## src/rtl/uart_rx_shift.sv

```systemverilog
// Serial-to-parallel receive stage: synchronises rx_in, finds the start bit and
// samples every frame bit at mid-bit, presenting the LSB-first frame word on completion.
module uart_rx_shift #(
    parameter int DATA_BITS  = 8,
    parameter int PARITY_EN  = 1,
    parameter int STOP_BITS  = 1,
    parameter int OVERSAMPLE = 16
) (
    input  logic                                         clk,
    input  logic                                         rst,
    input  logic                                         baud_tick,
    input  logic                                         rx_in,
    output logic [DATA_BITS+PARITY_EN+STOP_BITS:0]       data_parll,
    output logic                                         recieved_flag,
    output logic                                         busy
);

    localparam int FRAME_W = 1 + DATA_BITS + PARITY_EN + STOP_BITS;
    localparam int TICK_W  = $clog2(OVERSAMPLE);
    localparam int IDX_W   = $clog2(FRAME_W);

    localparam logic [TICK_W-1:0] TICK_MID  = TICK_W'(OVERSAMPLE / 2 - 1);
    localparam logic [TICK_W-1:0] TICK_LAST = TICK_W'(OVERSAMPLE - 1);
    localparam logic [IDX_W-1:0]  IDX_FIRST = IDX_W'(1);
    localparam logic [IDX_W-1:0]  IDX_LAST  = IDX_W'(FRAME_W - 1);

    typedef enum logic [1:0] {
        IDLE,
        START,
        SHIFT,
        WAIT_IDLE
    } state_t;

    state_t               state;
    logic                 rx_meta;
    logic                 rx_s;
    logic [TICK_W-1:0]    tick_cnt;
    logic [IDX_W-1:0]     bit_idx;
    logic [FRAME_W-1:0]   shreg;
    logic [FRAME_W-1:0]   frame_next;

    // Both synchroniser stages reset high so reset never looks like a start edge.
    always_ff @(posedge clk) begin
        if (rst) begin
            rx_meta <= 1'b1;
            rx_s    <= 1'b1;
        end else begin
            rx_meta <= rx_in;
            rx_s    <= rx_meta;
        end
    end

    // shreg with the current sample merged in at bit_idx; lets the final stop
    // bit reach data_parll on the same edge it is sampled.
    genvar gi;
    generate
        for (gi = 0; gi < FRAME_W; gi++) begin : g_merge
            assign frame_next[gi] = (bit_idx == IDX_W'(gi)) ? rx_s : shreg[gi];
        end
    endgenerate

    always_ff @(posedge clk) begin
        if (rst) begin
            state         <= IDLE;
            tick_cnt      <= '0;
            bit_idx       <= '0;
            shreg         <= '1;
            data_parll    <= '1;
            recieved_flag <= 1'b0;
            busy          <= 1'b0;
        end else begin
            recieved_flag <= 1'b0;
            case (state)
                IDLE: begin
                    if (!rx_s) begin
                        state    <= START;
                        tick_cnt <= '0;
                        busy     <= 1'b1;
                    end
                end
                START: begin
                    if (baud_tick) begin
                        if (tick_cnt == TICK_MID) begin
                            tick_cnt <= '0;
                            if (!rx_s) begin
                                shreg[0] <= 1'b0;
                                bit_idx  <= IDX_FIRST;
                                state    <= SHIFT;
                            end else begin
                                // Glitch shorter than half a bit: drop it silently.
                                state <= IDLE;
                                busy  <= 1'b0;
                            end
                        end else begin
                            tick_cnt <= tick_cnt + 1'b1;
                        end
                    end
                end
                SHIFT: begin
                    if (baud_tick) begin
                        if (tick_cnt == TICK_LAST) begin
                            tick_cnt <= '0;
                            shreg    <= frame_next;
                            if (bit_idx == IDX_LAST) begin
                                data_parll    <= frame_next;
                                recieved_flag <= 1'b1;
                                busy          <= 1'b0;
                                state         <= rx_s ? IDLE : WAIT_IDLE;
                            end else begin
                                bit_idx <= bit_idx + 1'b1;
                            end
                        end else begin
                            tick_cnt <= tick_cnt + 1'b1;
                        end
                    end
                end
                WAIT_IDLE: begin
                    // A held-low line must rise before another start is accepted.
                    if (rx_s) begin
                        state <= IDLE;
                    end
                end
                default: begin
                    state <= IDLE;
                end
            endcase
        end
    end

endmodule

```

## config.mk

```make
export PLATFORM = sky130hd
export DESIGN_NAME = uart_rx_shift
export DESIGN_NICKNAME = d
export VERILOG_FILES = /design/src/rtl/uart_rx_shift.sv
export SDC_FILE = /design/constraint.sdc
export NUM_CORES = 1
export LEC_CHECK = 0
export CAP_MARGIN = 20
export CORE_AREA = 2 2 67 69
export CTS_CLUSTER_SIZE = 24
export DETAILED_ROUTE_END_ITERATION = 16
export DIE_AREA = 0 0 69 71
export GPL_ROUTABILITY_DRIVEN = 0
export MAX_ROUTING_LAYER = met4
export PLACE_DENSITY = 0.67
export SLEW_MARGIN = 10
export SYNTH_ARGS = -nofsm -noshare
export SYNTH_HDL_FRONTEND = slang
export SYNTH_SLANG_ARGS = --single-unit
```

## constraint.sdc

```tcl
create_clock -name clk -period 1.7 [get_ports clk]
set_input_delay 0.255 -clock clk [delete_from_list [all_inputs] [get_ports clk]]
set_output_delay 0.255 -clock clk [all_outputs]
set_load 0.03 [all_outputs]
```

==> out/results.ini, run 1 <==
[floorplan]
num_rows=24
die_x_um=69
initial_utilization_pct=43.8
die_h_um=71
io-pin-count=17
core_region_area_um2=4200
die_area_um2=4900

[route]
detail_route.drc_violations=0
first_pass_iters=4
antenna_left=0
drt-met1-wl_mm=2.15
detail_route.iter0.violations=78
vias_per_cell=5.50
routed-via-count=1662
dr_wl_met3_um=145
wl_met2_mm=2.07
routed_length_per_placed_instance_um=14.8
detail_route.wirelength_mm=4.48
topRoutingLayerUsed=met4

[global_routing]
maximum_number_of_pins_on_one_net_before_global_route_repair=37
antenna_found_initial=0
grt_overflow=0
first_pass_grt_wire_length_mm=6.97
grt_usage_pct=18.2
grt_pass1_vias=1557

[cts]
cts_made_buffers=5
clock-sinks=35
cts_root_buf=sky130_fd_sc_hd__clkbuf_8
cts_tree=yes
clock_slew_at_the_register_clock_pins_of_the_worst_setup_and_hold_paths_ps=80
clock_latency_ps=290
clock_path_buffers=2
h_tree_level_count=2

[logic_synthesis]
synth_largest_type_area_fraction_pct=38.0
postSynthCellCount=205
seq_area_frac_synth_pct=38.0
ys_ff_latch=35
synth_top_flop_cell=sky130_fd_sc_hd__dfxtp_1
yosysMostFrequentCell=sky130_fd_sc_hd__dfxtp_1
mappedNetlistArea_um2=1840
yosys-top-cells-count=sky130_fd_sc_hd__dfxtp_1, sky130_fd_sc_hd__nor2_1, sky130_fd_sc_hd__a211o_1
synth_top_cell_by_area=sky130_fd_sc_hd__dfxtp_1
post_syn_nets=219
ys.warnings.count=0
synth.area.top_cells=sky130_fd_sc_hd__dfxtp_1, sky130_fd_sc_hd__a211o_1, sky130_fd_sc_hd__ha_1
synth.distinct_cells=45
synthesis.area_per_instance_um2=8.98
synth_edf_count=0
synthArstFlopShare_pct=0

[critical_path]
worst_setup_path_start_kind=flop
critPathCaptureType=flop
cp_max_fo=8
critical-path-slowest-cell=sky130_fd_sc_hd__dfxtp_4
critical_path_arrival_ps=1850
max_stage_delay_ps=370
timing.setup.critical_path_class=reg -> reg
worstPathCellList=buf_12 > ha_4 > mux2i_4 > nand3_2 > a221oi_2 > mux2_1
worstPathRequired_ps=1880

[sta]
worst_slack_ps=31.2
grt_setup_unrepaired=yes
slew_violations=0
timing.clock.skew_ps=10.5
worst_case_headroom_to_the_max_slew_limit_pct=71.5
setup_viol=0
finalCriticalPeriod_ps=1670
min_period_over_period_pct=98.2
fmaxAchievable_mhz=599
setup_total_negative_slack_ps=0
worstMarginPinSlew_ps=427
hold_viol_final=0

[cells_and_area]
finished_core_util_pct=60.7
antenna-diode-count=0
fill_count=358
layout.nets=263
post_route_cells_drive_above_1_share_pct=29.2
syn2layout_area_growth_pct=38.7
footprint_of_the_multi_input_gates_um2=1160
regArea_um2=707
layoutNonFillerInstCount=302

[placement]
port_buffers=16
place_ws_ps=-21.0
dp.cells=289
dp_hpwl_mm=2.83

[power]
power.density_cell_area_nw_per_um2=703
vdd_drop_max_mv=0.510
static_leakage_uw=0.00102

[run]
max_cap_violations=0

[worst_hold_path]
timing.hold.worst.class=reg -> reg

[run_status]
outcome=complete, no violations

==> power by group <==
group	internal, uW	switching, uW
Sequential	839	18.2
Clock	286	315
Combinational	169	167
==> worst max-delay path: cells and delay by family (launching register included) <==
kind            cells  cell delay [ps]
compound gates      1              290
fa+ha+maj           1              180
buf+inv             1              120
flops               1              370
mux                 2              490
simple gates        1              100
==> layout by cell type (no fill, tap or decap), types with 3 or more instances in the layout <==
cell	instances
sky130_fd_sc_hd__nor2b_1	3
sky130_fd_sc_hd__nor2_1	24
sky130_fd_sc_hd__clkdlybuf4s50_1	16
sky130_fd_sc_hd__nand3b_1	5
sky130_fd_sc_hd__ha_4	3
sky130_fd_sc_hd__dfxtp_1	32
sky130_fd_sc_hd__nand2_1	10
sky130_fd_sc_hd__nand3_1	3
sky130_fd_sc_hd__o21ai_0	3
sky130_fd_sc_hd__a211o_1	19
sky130_fd_sc_hd__nor3b_2	3
sky130_fd_sc_hd__inv_1	5
sky130_fd_sc_hd__clkbuf_8	5
sky130_fd_sc_hd__a31oi_1	4
sky130_fd_sc_hd__mux2i_1	8
sky130_fd_sc_hd__o21a_1	4
sky130_fd_sc_hd__ha_1	6
sky130_fd_sc_hd__buf_12	4
sky130_fd_sc_hd__nand4_1	3
sky130_fd_sc_hd__a211oi_1	4
sky130_fd_sc_hd__buf_4	32
sky130_fd_sc_hd__a21oi_1	7
==> final cells by class <==
| class | instances | area share, % |
|---|---|---|
| Clock buffer | 6 | 2.84 |
| Clock inverter | 2 | 0.490 |
| Inverter | 7 | 1.13 |
| Multi-Input combinational cell | 147 | 45.5 |
| Sequential cell | 35 | 27.7 |
| Tap cell | 52 | 2.55 |
| Timing Repair Buffer | 53 | 19.8 |
==> state kept, by name (all words and copies together), names as in the netlist <==
name / flops
tick_cnt: 4
rx_meta: 1
shreg: 10
state: 2
rx_s: 1
recieved_flag: 1
bit_idx: 4
data_parll: 11
busy: 1
==> path summary, 6_finish.rpt <==
path                 start   end  depth (start not counted)  slack [ps]
setup / recovery  state[0]  busy                          6          30
hold / removal     rx_meta  rx_s                          1         410
setup reg to reg  state[0]  busy                          6          30
hold reg to reg    rx_meta  rx_s                          1         410
==> kinds of logic (layout without fill, tap and decap cells) <==
group / count (synthesis) / in the layout / share of synthesized area [%]
adder cells (fa/ha/maj): 10 / 10 / 6.79
AO/OA/AOI/OAI: 55 / 55 / 22.1
buffers and inverters: 23 / 68 / 5.71
multiplexers: 10 / 10 / 5.50
flip-flops: 35 / 35 / 38.0
AND/OR/NAND/NOR: 72 / 72 / 21.8
==> through the flow <==
step / hold slack (ps) / total power, uW / area (um^2)
after floorplan: 359 / 1030 / 1870
after global placement: 392 / 1140 / 2290
after detailed placement: 395 / 1140 / 2290
after CTS: 413 / 1750 / 2400
after global routing: 442 / 1870 / 2550
final: 413 / 1800 / 2550
==> timing repair <==
item	4_1_cts	5_1_grt
endpoints found under the hold margin	0	0
hold buffers	0	0
pin swaps	0	7
resized for setup	6	22
cloned	0	1
setup buffers	0	4
endpoints found under the setup margin	6	23
==> layer usage <==
layer	track usage, %	up-vias
met5	-	-
met3	2.99	10
met2	27.8	28
li1	-	835
met1	23.6	789
met4	8.50	0
Power figures use the tool's default switching activity.
==> run 2: changes to the inputs <==
PLACE_DENSITY = default   (was 0.67)
clock period = 2.09 ns   (was 1.7 ns; I/O delays follow)
==> run 2 against run 1 <==
Clock skew is 5.3 ps lower. Cell area fell by 14%. Sequential share of layout area is 4.2 points higher.
==> out/results.ini, run 2 (synthesized netlist as in run 1, its figures left out) <==
[cells_and_area]
finalInstanceArea_um2=2200  ; was 2550 um^2
max_reg_flops=11  ; unchanged
layout_commonest_cell=sky130_fd_sc_hd__dfxtp_1
post_route_cells_drive_above_1_share_pct=11.3  ; was 29.2%
fill_count=391  ; was 358
antenna-diode-count=0  ; unchanged
syn2layout_area_growth_pct=19.4  ; was 38.7%
most-common-layout-cells=sky130_fd_sc_hd__dfxtp_1, sky130_fd_sc_hd__nor2_1, sky130_fd_sc_hd__a211o_1, sky130_fd_sc_hd__clkdlybuf4s50_1  ; was sky130_fd_sc_hd__dfxtp_1, sky130_fd_sc_hd__buf_4, sky130_fd_sc_hd__nor2_1, sky130_fd_sc_hd__a211o_1, sky130_fd_sc_hd__clkdlybuf4s50_1
layout.nets=235  ; was 263
regMostFlops=data_parll  ; unchanged
largest_registers=data_parll x11, shreg x10  ; unchanged

[cts]
ctsHoldBuffers=0  ; unchanged
clock-sinks=35  ; unchanged
h_tree_level_count=2  ; unchanged
clock_slew_at_the_register_clock_pins_of_the_worst_setup_and_hold_paths_ps=80  ; about the same
clock_latency_ps=290  ; about the same
cts-resized-gates=0  ; was 6
clock_path_buffers=2  ; unchanged
cts_made_buffers=5  ; unchanged
cts_tree=yes  ; unchanged
cts_root_buf=sky130_fd_sc_hd__clkbuf_8  ; unchanged
total_setup_buffers_inserted_after_cts=0  ; unchanged

[route]
routed-via-count=1609  ; was 1,662
antenna_left=0  ; unchanged
detail_route.iter0.violations=75  ; was 78
first_pass_iters=4  ; unchanged
detail_route.drc_violations=0  ; unchanged
routed_length_per_placed_instance_um=14.8  ; about the same
detail_route.wirelength_mm=4.07  ; was 4.48 mm
vias_per_cell=5.87  ; was 5.50

[power]
netSwitchingPower_uw=379  ; was 501 uW
swShare_pct=23.6  ; was 27.9%
power.density_cell_area_nw_per_um2=732  ; was 703 nW/um^2
pwr-share-seq_pct=43.2  ; was 47.8%
static_leakage_uw=0.000849  ; was 0.00102 uW
vdd_drop_max_mv=0.528  ; was 0.510 mV
internal-power_uw=1230  ; was 1290 uW
clockPowerShare_pct=45.7  ; was 33.5%
power_frac_comb_pct=11.1  ; was 18.7%
fin_total_pwr_uw=1610  ; was 1800 uW

[worst_hold_path]
holdPathEnd=rx_s  ; unchanged
timing.hold.worst.class=reg -> reg  ; unchanged
worstHoldPathCells=1  ; unchanged
hold_path_startpoint=rx_meta  ; unchanged

[sta]
fmaxAchievable_mhz=503  ; was 599 MHz
setup_viol=0  ; unchanged
grt_setup_unrepaired=yes  ; unchanged
worst_case_headroom_to_the_max_slew_limit_pct=61.7  ; was 71.5%
min_period_over_period_pct=95.1  ; was 98.2%
timing.clock.skew_ps=5.19  ; was 10.5 ps
worstMarginPinSlew_ps=574  ; was 427 ps
finalCriticalPeriod_ps=1990  ; was 1670 ps
slew_violations=0  ; unchanged
hold_viol_final=0  ; unchanged

[critical_path]
worst_path_dominant_cell_family=flip-flops  ; was multiplexers
max_stage_delay_ps=410  ; was 370 ps
timing.setup.critical_path_class=reg -> reg  ; unchanged
critical_path_arrival_ps=2170  ; was 1850 ps
worst_r2r_startpoint=state[0]  ; unchanged
worstPathRequired_ps=2270  ; was 1880 ps
cp_max_fo=6  ; was 8
r2r_cells=6  ; unchanged
critPathCaptureType=flop  ; unchanged
timing.critical_path.depth=6  ; unchanged
worstReg2RegEnd=busy  ; unchanged
worst_setup_path_start_kind=flop  ; unchanged
critical-path-slowest-cell=sky130_fd_sc_hd__dfxtp_1  ; was sky130_fd_sc_hd__dfxtp_4
worstPathCellList=inv_1 > ha_1 > and4bb_1 > nand2_1 > a221oi_1 > mux2_1  ; was buf_12 > ha_4 > mux2i_4 > nand3_2 > a221oi_2 > mux2_1
worstPathBufferInverterCount=1  ; unchanged
r2r_setup_slack_ps=100  ; was 30 ps

[placement]
dp_hpwl_mm=2.91  ; was 2.83 mm
dpl_cell_area_um2=2060  ; was 2290 um^2
port_buffers=16  ; unchanged

[run_status]
outcome=complete, no violations  ; unchanged

[floorplan]
die_h_um=71  ; unchanged
die_area_um2=4900  ; unchanged
core_region_area_um2=4200  ; unchanged
io-pin-count=17  ; unchanged
die_x_um=69  ; unchanged
num_rows=24  ; unchanged
initial_utilization_pct=43.8  ; unchanged

[global_routing]
grt_pass1_vias=1528  ; was 1,557
grt_overflow=0  ; unchanged
first_pass_grt_wire_length_mm=7.02  ; was 6.97 mm
grt_usage_pct=18.0  ; was 18.2%
antenna_found_initial=0  ; unchanged
maximum_number_of_pins_on_one_net_before_global_route_repair=21  ; was 37

[run]
max_cap_violations=0  ; unchanged

[run 2: cell count changes in the layout (fill, tap and decap cells not counted), moves of 3 or more]
cell                      change
sky130_fd_sc_hd__buf_4       -23
sky130_fd_sc_hd__buf_12       -4
sky130_fd_sc_hd__a21oi_1      +3
sky130_fd_sc_hd__dfxtp_1      +3
sky130_fd_sc_hd__ha_1         +3
sky130_fd_sc_hd__ha_4         -3
sky130_fd_sc_hd__nor3b_1      +3
sky130_fd_sc_hd__nor3b_2      -3
[run 2: per-stage QoR]
stage | hold WS [ps] | TNS [ps] | setup WS (ps) | instances | util (%)
CTS | 421 | 0 | 79.0 | 274 | 52.1
detailed placement | 402 | 0 | 89.4 | 266 | 48.9
finish | 420 | 0 | 103 | 274 | 52.3
global route | 442 | -33.6 | -20.2 | 274 | 52.3
floorplan | 389 | 0 | 259 | 205 | -
global placement | 399 | 0 | 122 | 266 | 48.9
[run 2: worst max-delay path by stage]
stage,slack [ps],start,endpoint
finish,100,state[0],busy
global route,-20,bit_idx[0],data_parll[3]
CTS,80,state[1],busy
detailed placement,90,state[1],busy
global placement,120,state[1],busy
floorplan,260,state[0],busy
[run 2: cell type report]
cell class                      instances  area [um^2]  area share [%]
Inverter                                7         26.3            1.20
Timing Repair Buffer                   25          228            10.4
Multi-Input combinational cell        147         1040            47.4
Tap cell                               52         65.1            2.96
Sequential cell                        35          701            31.9
Clock buffer                            5         68.8            3.13
Clock inverter                          3         67.6            3.07
[run 2: worst register-to-register path, delay by kind of cell (launching register included)]
kind                       cells  cell delay (ps)
and+or+nand+nor                2              390
AOI/OAI and AO/OA              1              350
buffers and inverters          1               90
DFF                            1              410
muxes                          1              350
adders and majority gates      1              300
[run 2: metal layers]
| layer | global-route usage [%] | part of all wire, % | vias up |
|---|---|---|---|
| li1 | - | - | 779 |
| met1 | 22.6 | 48 | 777 |
| met2 | 28.2 | 46 | 44 |
| met3 | 4.27 | 4.8 | 9 |
| met4 | 6.54 | 1.5 | 0 |
| met5 | - | 0 | - |
[run 2: power by group through the flow]
| stage | Clock, uW | Combinational, uW | Sequential, uW |
|---|---|---|---|
| floorplan | 0 | 121 | 714 |
| global placement | 0 | 169 | 709 |
| detailed placement | 0 | 174 | 710 |
| CTS | 744 | 175 | 694 |
| global route | 769 | 194 | 697 |
| finish | 735 | 178 | 695 |
